### src/rtl/conv_drain_pkg.sv
// Shared types and helpers for the conv_layer result read-out stage.
package conv_drain_pkg;

    localparam int unsigned SIG_WIDTH = 32;

    typedef enum logic [1:0] {IDLE, READ, FLUSH, DONE} drain_state_t;

    // One signature step: rotate left by one, then fold in the XOR of the word's 32-bit slices.
    function automatic logic [SIG_WIDTH-1:0] sig_fold(input logic [SIG_WIDTH-1:0] sig,
                                                      input logic [SIG_WIDTH-1:0] slice_xor);
        return {sig[SIG_WIDTH-2:0], sig[SIG_WIDTH-1]} ^ slice_xor;
    endfunction

endpackage

### src/rtl/drain_skid_fifo.sv
// Two-entry synchronous FIFO; push while full is accepted only together with a pop.
module drain_skid_fifo #(
    parameter int unsigned WIDTH = 64
) (
    input  logic             clk,
    input  logic             resetn,
    input  logic             push,
    input  logic             pop,
    input  logic [WIDTH-1:0] wdata,
    output logic             full,
    output logic             empty,
    output logic [WIDTH-1:0] head
);

    logic [WIDTH-1:0] mem_q [2];
    logic             wr_ptr_q;
    logic             rd_ptr_q;
    logic [1:0]       cnt_q;
    logic             do_push;
    logic             do_pop;

    assign do_pop  = pop && (cnt_q != 2'd0);
    assign do_push = push && ((cnt_q != 2'd2) || do_pop);

    always_ff @(posedge clk or negedge resetn) begin
        if (!resetn) begin
            mem_q[0] <= '0;
            mem_q[1] <= '0;
            wr_ptr_q <= 1'b0;
            rd_ptr_q <= 1'b0;
            cnt_q    <= 2'd0;
        end else begin
            if (do_push) begin
                mem_q[wr_ptr_q] <= wdata;
                wr_ptr_q        <= ~wr_ptr_q;
            end
            if (do_pop) begin
                rd_ptr_q <= ~rd_ptr_q;
            end
            cnt_q <= cnt_q + {1'b0, do_push} - {1'b0, do_pop};
        end
    end

    assign full  = (cnt_q == 2'd2);
    assign empty = (cnt_q == 2'd0);
    assign head  = mem_q[rd_ptr_q];

endmodule

### src/rtl/conv_result_drain.sv
// Sweeps an address window of one conv_layer result BRAM, streams the words out
// on valid/ready and folds each delivered word into a running signature.
module conv_result_drain #(
    parameter int unsigned DWIDTH       = 16,
    parameter int unsigned MAT_MUL_SIZE = 4,
    parameter int unsigned AWIDTH       = 10,
    parameter int unsigned SIG_WIDTH    = conv_drain_pkg::SIG_WIDTH
) (
    input  logic                           clk,
    input  logic                           resetn,
    input  logic                           start,
    input  logic [7:0]                     cfg_select,
    input  logic [AWIDTH-1:0]              cfg_base,
    input  logic [AWIDTH:0]                cfg_count,
    output logic [7:0]                     bram_select,
    output logic [AWIDTH-1:0]              bram_addr_ext,
    output logic [MAT_MUL_SIZE-1:0]        bram_we_ext,
    input  logic [MAT_MUL_SIZE*DWIDTH-1:0] bram_rdata_ext,
    output logic                           out_valid,
    input  logic                           out_ready,
    output logic [MAT_MUL_SIZE*DWIDTH-1:0] out_data,
    output logic [SIG_WIDTH-1:0]           signature,
    output logic                           busy,
    output logic                           drain_done
);

    import conv_drain_pkg::*;

    localparam int unsigned WWIDTH = MAT_MUL_SIZE * DWIDTH;
    localparam int unsigned NSLICE = WWIDTH / 32;

    drain_state_t          state_q;
    logic [7:0]            sel_q;
    logic [AWIDTH-1:0]     base_q;
    logic [AWIDTH-1:0]     last_addr_q;
    logic [AWIDTH:0]       count_q;
    logic [AWIDTH:0]       issued_q;
    logic                  inflight_q;
    logic [SIG_WIDTH-1:0]  sig_q;

    logic                  fifo_full;
    logic                  fifo_empty;
    logic [WWIDTH-1:0]     head;
    logic                  pop;
    logic                  issue;
    logic [1:0]            occ;
    logic [1:0]            load;
    logic [AWIDTH-1:0]     issue_addr;
    logic [31:0]           word_fold;

    assign pop = !fifo_empty && out_ready;

    // Credit counts occupancy net of this cycle's pop so a steady stream keeps 1 word/cycle.
    always_comb begin
        occ        = fifo_full ? 2'd2 : (fifo_empty ? 2'd0 : 2'd1);
        load       = occ + {1'b0, inflight_q} - {1'b0, pop};
        issue      = (state_q == READ) && (load < 2'd2);
        issue_addr = base_q + issued_q[AWIDTH-1:0];
    end

    always_comb begin
        word_fold = '0;
        for (int unsigned i = 0; i < NSLICE; i++) begin
            word_fold = word_fold ^ head[i*32 +: 32];
        end
    end

    always_ff @(posedge clk or negedge resetn) begin
        if (!resetn) begin
            state_q     <= IDLE;
            sel_q       <= '0;
            base_q      <= '0;
            last_addr_q <= '0;
            count_q     <= '0;
            issued_q    <= '0;
            inflight_q  <= 1'b0;
            sig_q       <= '0;
        end else begin
            inflight_q <= issue;
            if (issue) begin
                last_addr_q <= issue_addr;
                issued_q    <= issued_q + 1'b1;
            end
            if (pop) begin
                sig_q <= sig_fold(sig_q, word_fold);
            end
            unique case (state_q)
                IDLE, DONE: begin
                    if (start) begin
                        sel_q    <= cfg_select;
                        base_q   <= cfg_base;
                        count_q  <= cfg_count;
                        issued_q <= '0;
                        sig_q    <= '0;
                        state_q  <= (cfg_count == '0) ? DONE : READ;
                    end
                end
                READ: begin
                    if (issue && (issued_q + 1'b1 == count_q)) begin
                        state_q <= FLUSH;
                    end
                end
                FLUSH: begin
                    // Leave as soon as the last word is being popped, so DONE follows the final pop.
                    if (!inflight_q && (fifo_empty || (!fifo_full && pop))) begin
                        state_q <= DONE;
                    end
                end
                default: state_q <= IDLE;
            endcase
        end
    end

    drain_skid_fifo #(
        .WIDTH(WWIDTH)
    ) u_fifo (
        .clk    (clk),
        .resetn (resetn),
        .push   (inflight_q),
        .pop    (pop),
        .wdata  (bram_rdata_ext),
        .full   (fifo_full),
        .empty  (fifo_empty),
        .head   (head)
    );

    assign bram_select   = (state_q == IDLE) ? 8'd0 : sel_q;
    assign bram_addr_ext = issue ? issue_addr : last_addr_q;
    assign bram_we_ext   = '0;
    assign out_valid     = !fifo_empty;
    assign out_data      = head;
    assign signature     = sig_q;
    assign busy          = (state_q == READ) || (state_q == FLUSH);
    assign drain_done    = (state_q == DONE);

endmodule
### config.mk
export PLATFORM = sky130hd
export DESIGN_NAME = conv_result_drain
export DESIGN_NICKNAME = d
export VERILOG_FILES = /design/src/rtl/conv_drain_pkg.sv /design/src/rtl/drain_skid_fifo.sv /design/src/rtl/conv_result_drain.sv
export SDC_FILE = /design/constraint.sdc
export NUM_CORES = 1
export LEC_CHECK = 0
export BUFFER_PORTS_ARGS = -buffer_cell sky130_fd_sc_hd__buf_2
export CELL_PAD_IN_SITES_DETAIL_PLACEMENT = 1
export CELL_PAD_IN_SITES_GLOBAL_PLACEMENT = 1
export CORE_MARGIN = 5
export CORE_UTILIZATION = 40
export CTS_CLUSTER_SIZE = 25
export DETAILED_ROUTE_END_ITERATION = 8
export PLACE_DENSITY_LB_ADDON = 0.1
export RECOVER_POWER = 100
export SKIP_CTS_REPAIR_TIMING = 1
export SLEW_MARGIN = 20
export SYNTH_ARGS = -nofsm -noshare
export SYNTH_HDL_FRONTEND = slang
export SYNTH_SLANG_ARGS = --single-unit
### constraint.sdc
create_clock -name clk -period 3.3 [get_ports clk]
set_input_delay 0.33 -clock clk [delete_from_list [all_inputs] [get_ports clk]]
set_output_delay 0.33 -clock clk [all_outputs]
set_load 0.01 [all_outputs]
After elaboration in Yosys (flattened, before gate mapping) --
Cells that the tools add are included.
Word-level totals: bits in registers 217, bits of input ports 97, word-level logic and storage cells 80
Operators by class: $add $sub $neg 6, magnitude comparators 4, equal/unequal tests 9, muxes and demuxes 21, bitwise logic cells 6, reduce and logical (&&, ||, !) cells 21
Operators with widths (number):
- $mux W64 | 4
- $bwmux W128 | 1
- $mux W32 | 3
- $demux W64 S1 | 1
- $xor A32 B32 Y32 | 2
- $mux W11 | 3
- $add A11 B1 Y11 const B | 1
- $eq A11 B11 Y1 | 1
- $logic_not A11 Y1 | 1
- $add A10 B10 Y10 | 1
- $mux W10 | 1
- $mux W2 | 5
- $logic_and A1 B1 Y1 | 8
- $mux W8 | 1
- $ne A2 B2 Y1 const B | 4
- $eq A2 B2 Y1 const B | 3
- $pmux W2 S3 | 1
- $add A2 B1 Y2 | 2
- $ge A2 B2 Y1 const B | 2
- $logic_not A2 Y1 | 2
- $not A1 Y2 | 2
- $sub A2 B1 Y2 | 2
- $logic_not A1 Y1 | 3
- $logic_or A1 B1 Y1 | 3
- 9 further kinds | 10

Logic depth before layout (Yosys ltp) --
depth in word-level cells 10, depth in mapped cells 14

Cells and area by module --
A second synthesis with hierarchy kept.
Unflattened totals: cells, all modules 871, area, all modules 11330.9 µm²
Modules (own cells, without submodules):
- drain_skid_fifo | times used 1, cells each 359, area each 6338.6 µm²
- conv_result_drain | times used 1, cells each 512, area each 4992.3 µm²

Worst setup path after synthesis --
OpenSTA, ideal clock, no wires.
path type flip-flop to output port, from reg u_fifo.cnt_q[0], to out bram_addr_ext[7], arrival 3.035 ns, data required time 2.970 ns, slack -0.065 ns, cell stages (with the launch flop) 13, path through dfrtp_1 > or2_2 > nand2_1 > clkbuf_1 > buf_1 > inv_1 > ha_1 > nand2b_1 > xnor3_1 > nand2_1 > clkbuf_1 > or4_1 > o211ai_1
Between the ends: elaborated cells on any way between the ends 11
RTL lines:
- start: declaration | line drain_skid_fifo.sv:18 | logic [1:0] cnt_q;
- start signal: assignment | line drain_skid_fifo.sv:40 | cnt_q <= cnt_q + {1'b0, do_push} - {1'b0, do_pop};
- $logic_not A2 Y1 | line drain_skid_fifo.sv:45 | assign empty = (cnt_q == 2'd0);
- $logic_not A1 Y1
- via out_valid | line conv_result_drain.sv:19 | output logic out_valid,
- $logic_and A1 B1 Y1 | line conv_result_drain.sv:51 | assign pop = !fifo_empty && out_ready;
- $sub A2 B1 Y2 | line conv_result_drain.sv:56 | load = occ + {1'b0, inflight_q} - {1'b0, pop};
- $lt A2 B2 Y1 | line conv_result_drain.sv:57 | issue = (state_q == READ) && (load < 2'd2);
- $logic_and A1 B1 Y1 | line conv_result_drain.sv:57
- $mux W10 | line conv_result_drain.sv:128 | assign bram_addr_ext = issue ? issue_addr : last_addr_q;
- end: declaration | line conv_result_drain.sv:16 | output logic [AWIDTH-1:0] bram_addr_ext,
The timed path passes the listed nets, and every way through them passes these cells.

Worst setup path in the final report --
from reg u_fifo.cnt_q[0], to out bram_addr_ext[7]
Between the ends: longest elaborated chain between the ends 8, elaborated cells on any way between the ends 11
Ends and longest elaborated chain:
- $logic_not A2 Y1 | line drain_skid_fifo.sv:45
- $mux W1 | line conv_result_drain.sv:55 | occ = fifo_full ? 2'd2 : (fifo_empty ? 2'd0 : 2'd1);
- $mux W2 | line conv_result_drain.sv:55
- $add A2 B1 Y2 | line conv_result_drain.sv:56
- $sub A2 B1 Y2 * | line conv_result_drain.sv:56
- $lt A2 B2 Y1 * | line conv_result_drain.sv:57
- $logic_and A1 B1 Y1 * | line conv_result_drain.sv:57
- $mux W10 * | line conv_result_drain.sv:128
Mark *: on every way between the ends. The rest lies on a longest branch, timed or not.

==> key figures <==
Status
  • Status: finished with violations
  • Failing checks: max-capacitance violations, max-slew violations

Yosys
  • FFs w/ async S/R, synth: 100.0%
  • Avg Cell Area, Syn: about 12 um^2
  • Post-synth EDFFs: 0
  • Warning count from the yosys run: 0
  • Post-Syn Instances: 885
  • Post-Syn Area: 10580 um^2
  • Post-synthesis sequential area ratio: between 50 and 60%
  • Area contributors post-synth: dfrtp_1 51%, mux2_2 23%, xor2_1 4.0%
  • Top_reg_cell synth: dfrtp_1
  • Synth Register Bits: approximately 220
  • Area leader, netlist: dfrtp_1
  • Unique cell type count in the Yosys netlist: 52
  • Yosys top cell area share: approximately 51%

CTS
  • Longest Clk Path Bufs: 3
  • Root Driver: clkbuf_16
  • Clk pin slew, worst setup/hold paths: around 0.060 ns
  • Worst-Skew Late Latency: ~0.52 ns
  • TritonCTS clock tree: done
  • # clock sinks: about 220
  • CTS buffer count: 26
  • H-tree levels: 1

Die
  • Top Ports: 218
  • Overall die height: 172.6 um
  • Initial Util: approximately two fifths
  • Core ar.: ~26000 um^2
  • Die Footprint: between 20000 and 30000 um^2
  • Die W: around 170 um
  • Cell Rows: 59

Placement
  • Post-DP HPWL: slightly below 20 mm
  • GP Congestion: approximately 0.73
  • Pre-CTS WS: between 0.4 and 0.5 ns
  • DP Area: about 12000 um^2
  • Cell count after placement: 1403
  • Port-buffer cells: roughly 210

STA
  • Final WS setup: 0.1388 ns
  • Final setup vio count: 0
  • Max Clock Skew: roughly 0.015 ns
  • RSZ-0062 raised after global routing: no
  • Fin crit share: 95.79%
  • Setup TNS: 0 ns
  • Final Critical Period: approximately 3.2 ns
  • Slew margin rel.: -54.69%
  • Hold Fails Final Rpt: 0
  • Fin. max-slew vios: approximately 120
  • Worst-Margin Slew: between 2 and 2.5 ns
  • Fmax: ~0.32 GHz

Final layout
  • Layout cells sized above 1: roughly two fifths
  • Antenna Cells: 0
  • Design Area, Final: between 10000 and 15000 um^2
  • Fillers: ~2800
  • Commonest non-fill, non-tap cell in the layout: dfrtp_1
  • # nets final: approximately 1200
  • Most frequent cells in the layout: 216 x dfrtp_1, 210 x mux2_2, 169 x buf_2
  • Area grow syn2layout: 22.31%
  • Final Non-Filler Cells: 1455

Routing
  • WL final: ~27 mm
  • Via count: ~7400
  • Remaining antenna violation count: 0
  • Routed WL per cell: around 18 um
  • Vias per inst: a little over 5
  • First DRT Iteration DRCs: about 220
  • Residual DRC: 0
  • First-pass DRT Iterations: 4

Critical path
  • Arrival time worst endpoint: about 2.8 ns
  • Crit. End Element: primary output
  • Crit start category: register
  • Crit path cell chain: or2_4, nand2_2, inv_2, ha_4, nand2b_4, xnor3_2, nand2_4, or4_1, o211ai_1, buf_2
  • Highest-delay cell along the critical path: or4_1
  • Slowest stage delay, CP: around 0.53 ns
  • CP required: ~3 ns
  • Critical-path maximum fanout: 7
  • Critical path type: register to primary output

Pwr
  • Max IR drop VDD: ~0.66 mV
  • Leakage Power: 5.978 nW
  • Clock group share of total power: 19.6%
  • Power Density: ~1100 nW/um^2
  • Power Total: roughly 15 mW
  • Switching share of power: 37.49%
  • Combinational share of power: roughly 48%
  • Seq pwr share: between 30% and 40%
  • Switch Pwr: approximately 5.5 mW
  • Internal Power: around 9 mW

GRT
  • Vias in the first global route: about 8100
  • GRT Util Overall: roughly 18%
  • First-pass GRT wire length: between 40 and 50 mm
  • Initial antenna violation count: 3
  • Largest net degree at the start of global routing: 91
  • Grt ovf: 0

Job
  • Max_cap viols: 3

Min path
  • Worst min path class: input port to register
[registers in the layout, summed over array words and instances (netlist names)]
register and flops:
sel_q 8, u_fifo.cnt_q 2, last_addr_q 10, u_fifo.wr_ptr_q 1
u_fifo.mem_q 128, inflight_q 1, count_q 11, base_q 10
state_q 2, issued_q 11, signature 32, u_fifo.rd_ptr_q 1
[path summary, 6_finish.rpt]
| check | startpoint | slack [ns] | cells past startpoint | endpoint |
|---|---|---|---|---|
| max in group asynchronous | resetn | 0.68 | 3 | u_fifo.mem_q[73]$_DFFE_PN0P_ |
| max | u_fifo.cnt_q[0]$_DFF_PN0_ | 0.14 | 10 | bram_addr_ext[7] |
| min in group asynchronous | resetn | 1.05 | 2 | u_fifo.mem_q[93]$_DFFE_PN0P_ |
| max reg2reg | u_fifo.cnt_q[0]$_DFF_PN0_ | 0.35 | 10 | u_fifo.cnt_q[1]$_DFF_PN0_ |
| min | cfg_select[5] | 0.04 | 2 | sel_q[5]$_DFFE_PN0P_ |
| min reg2reg | last_addr_q[1]$_DFF_PN0_ | 0.48 | 2 | last_addr_q[1]$_DFF_PN0_ |
[cell usage after synthesis, types with 12 or more instances]
cell type / count
ha_1: 18
dfrtp_1: 217
xnor2_1: 14
nand2_1: 59
xor2_1: 48
nor2_1: 81
clkbuf_1: 30
o21ai_0: 12
inv_1: 13
a21oi_1: 42
mux2_2: 220
nor3b_1: 34
[routing by layer]
layer | wire (um) | global-route usage [%] | vias to the layer above | share of wire (%)
met5 | 34 | 0 | - | 0.13
met4 | 454 | 3.500 | 6 | 1.7
met3 | 1332 | 4.017 | 36 | 5.0
met2 | 13590 | 31.15 | 137 | 51
met1 | 11470 | 22.63 | 3692 | 43
li1 | - | - | 3518 | -
[final cells by class]
cell class	instances	area [um^2]	area share [%]
Clock inverter	4	72.57	0.5610
Timing Repair Buffer	233	1201	9.286
Multi-Input combinational cell	612	4970	38.42
Tap cell	335	419.2	3.240
Inverter	13	52.55	0.4063
Clock buffer	41	788.3	6.094
Sequential cell	217	5431	41.99
[power groups by stage]
stage               Sequential [mW]  Clock, mW  Combinational, mW
finish                         4.71       2.86               7.00
detailed placement             4.76          0               7.09
global placement               4.70          0               6.93
floorplan                      4.55          0               4.91
CTS                            4.72       2.96               7.14
global route                   4.87       3.08               7.82
[through the flow]
step	hold WS, ns	util, %
floorplan	0.03441	-
global placement	0.3958	46.25
detailed placement	0.3917	46.25
CTS	-0.1603	49.55
global route	0.01308	49.64
finish	0.03890	49.64
[logic make-up (layout without fill, tap and decap cells)]
| family | Yosys count | after routing | synth area share [%] |
|---|---|---|---|
| AO/OA/AOI/OAI | 80 | 80 | 4.508 |
| XOR/XNOR | 63 | 63 | 5.348 |
| adder cells (fa/ha/maj) | 19 | 19 | 2.319 |
| multiplexers | 220 | 220 | 23.43 |
| other | 1 | 4 | 0.03546 |
| buffers and inverters | 59 | 291 | 2.390 |
| AND/OR/NAND/NOR | 226 | 226 | 10.62 |
| flip-flops | 217 | 217 | 51.35 |
[critical path, delay by kind of cell (launching register included)]
| family | cells | cell delay (ns) |
|---|---|---|
| compound gates | 1 | 0.13 |
| xor+xnor | 1 | 0.26 |
| fa+ha+maj | 1 | 0.20 |
| buf+inv | 2 | 0.21 |
| flops | 1 | 0.42 |
| simple gates | 5 | 1.09 |
No activity file was read; power rests on OpenSTA's default activity.
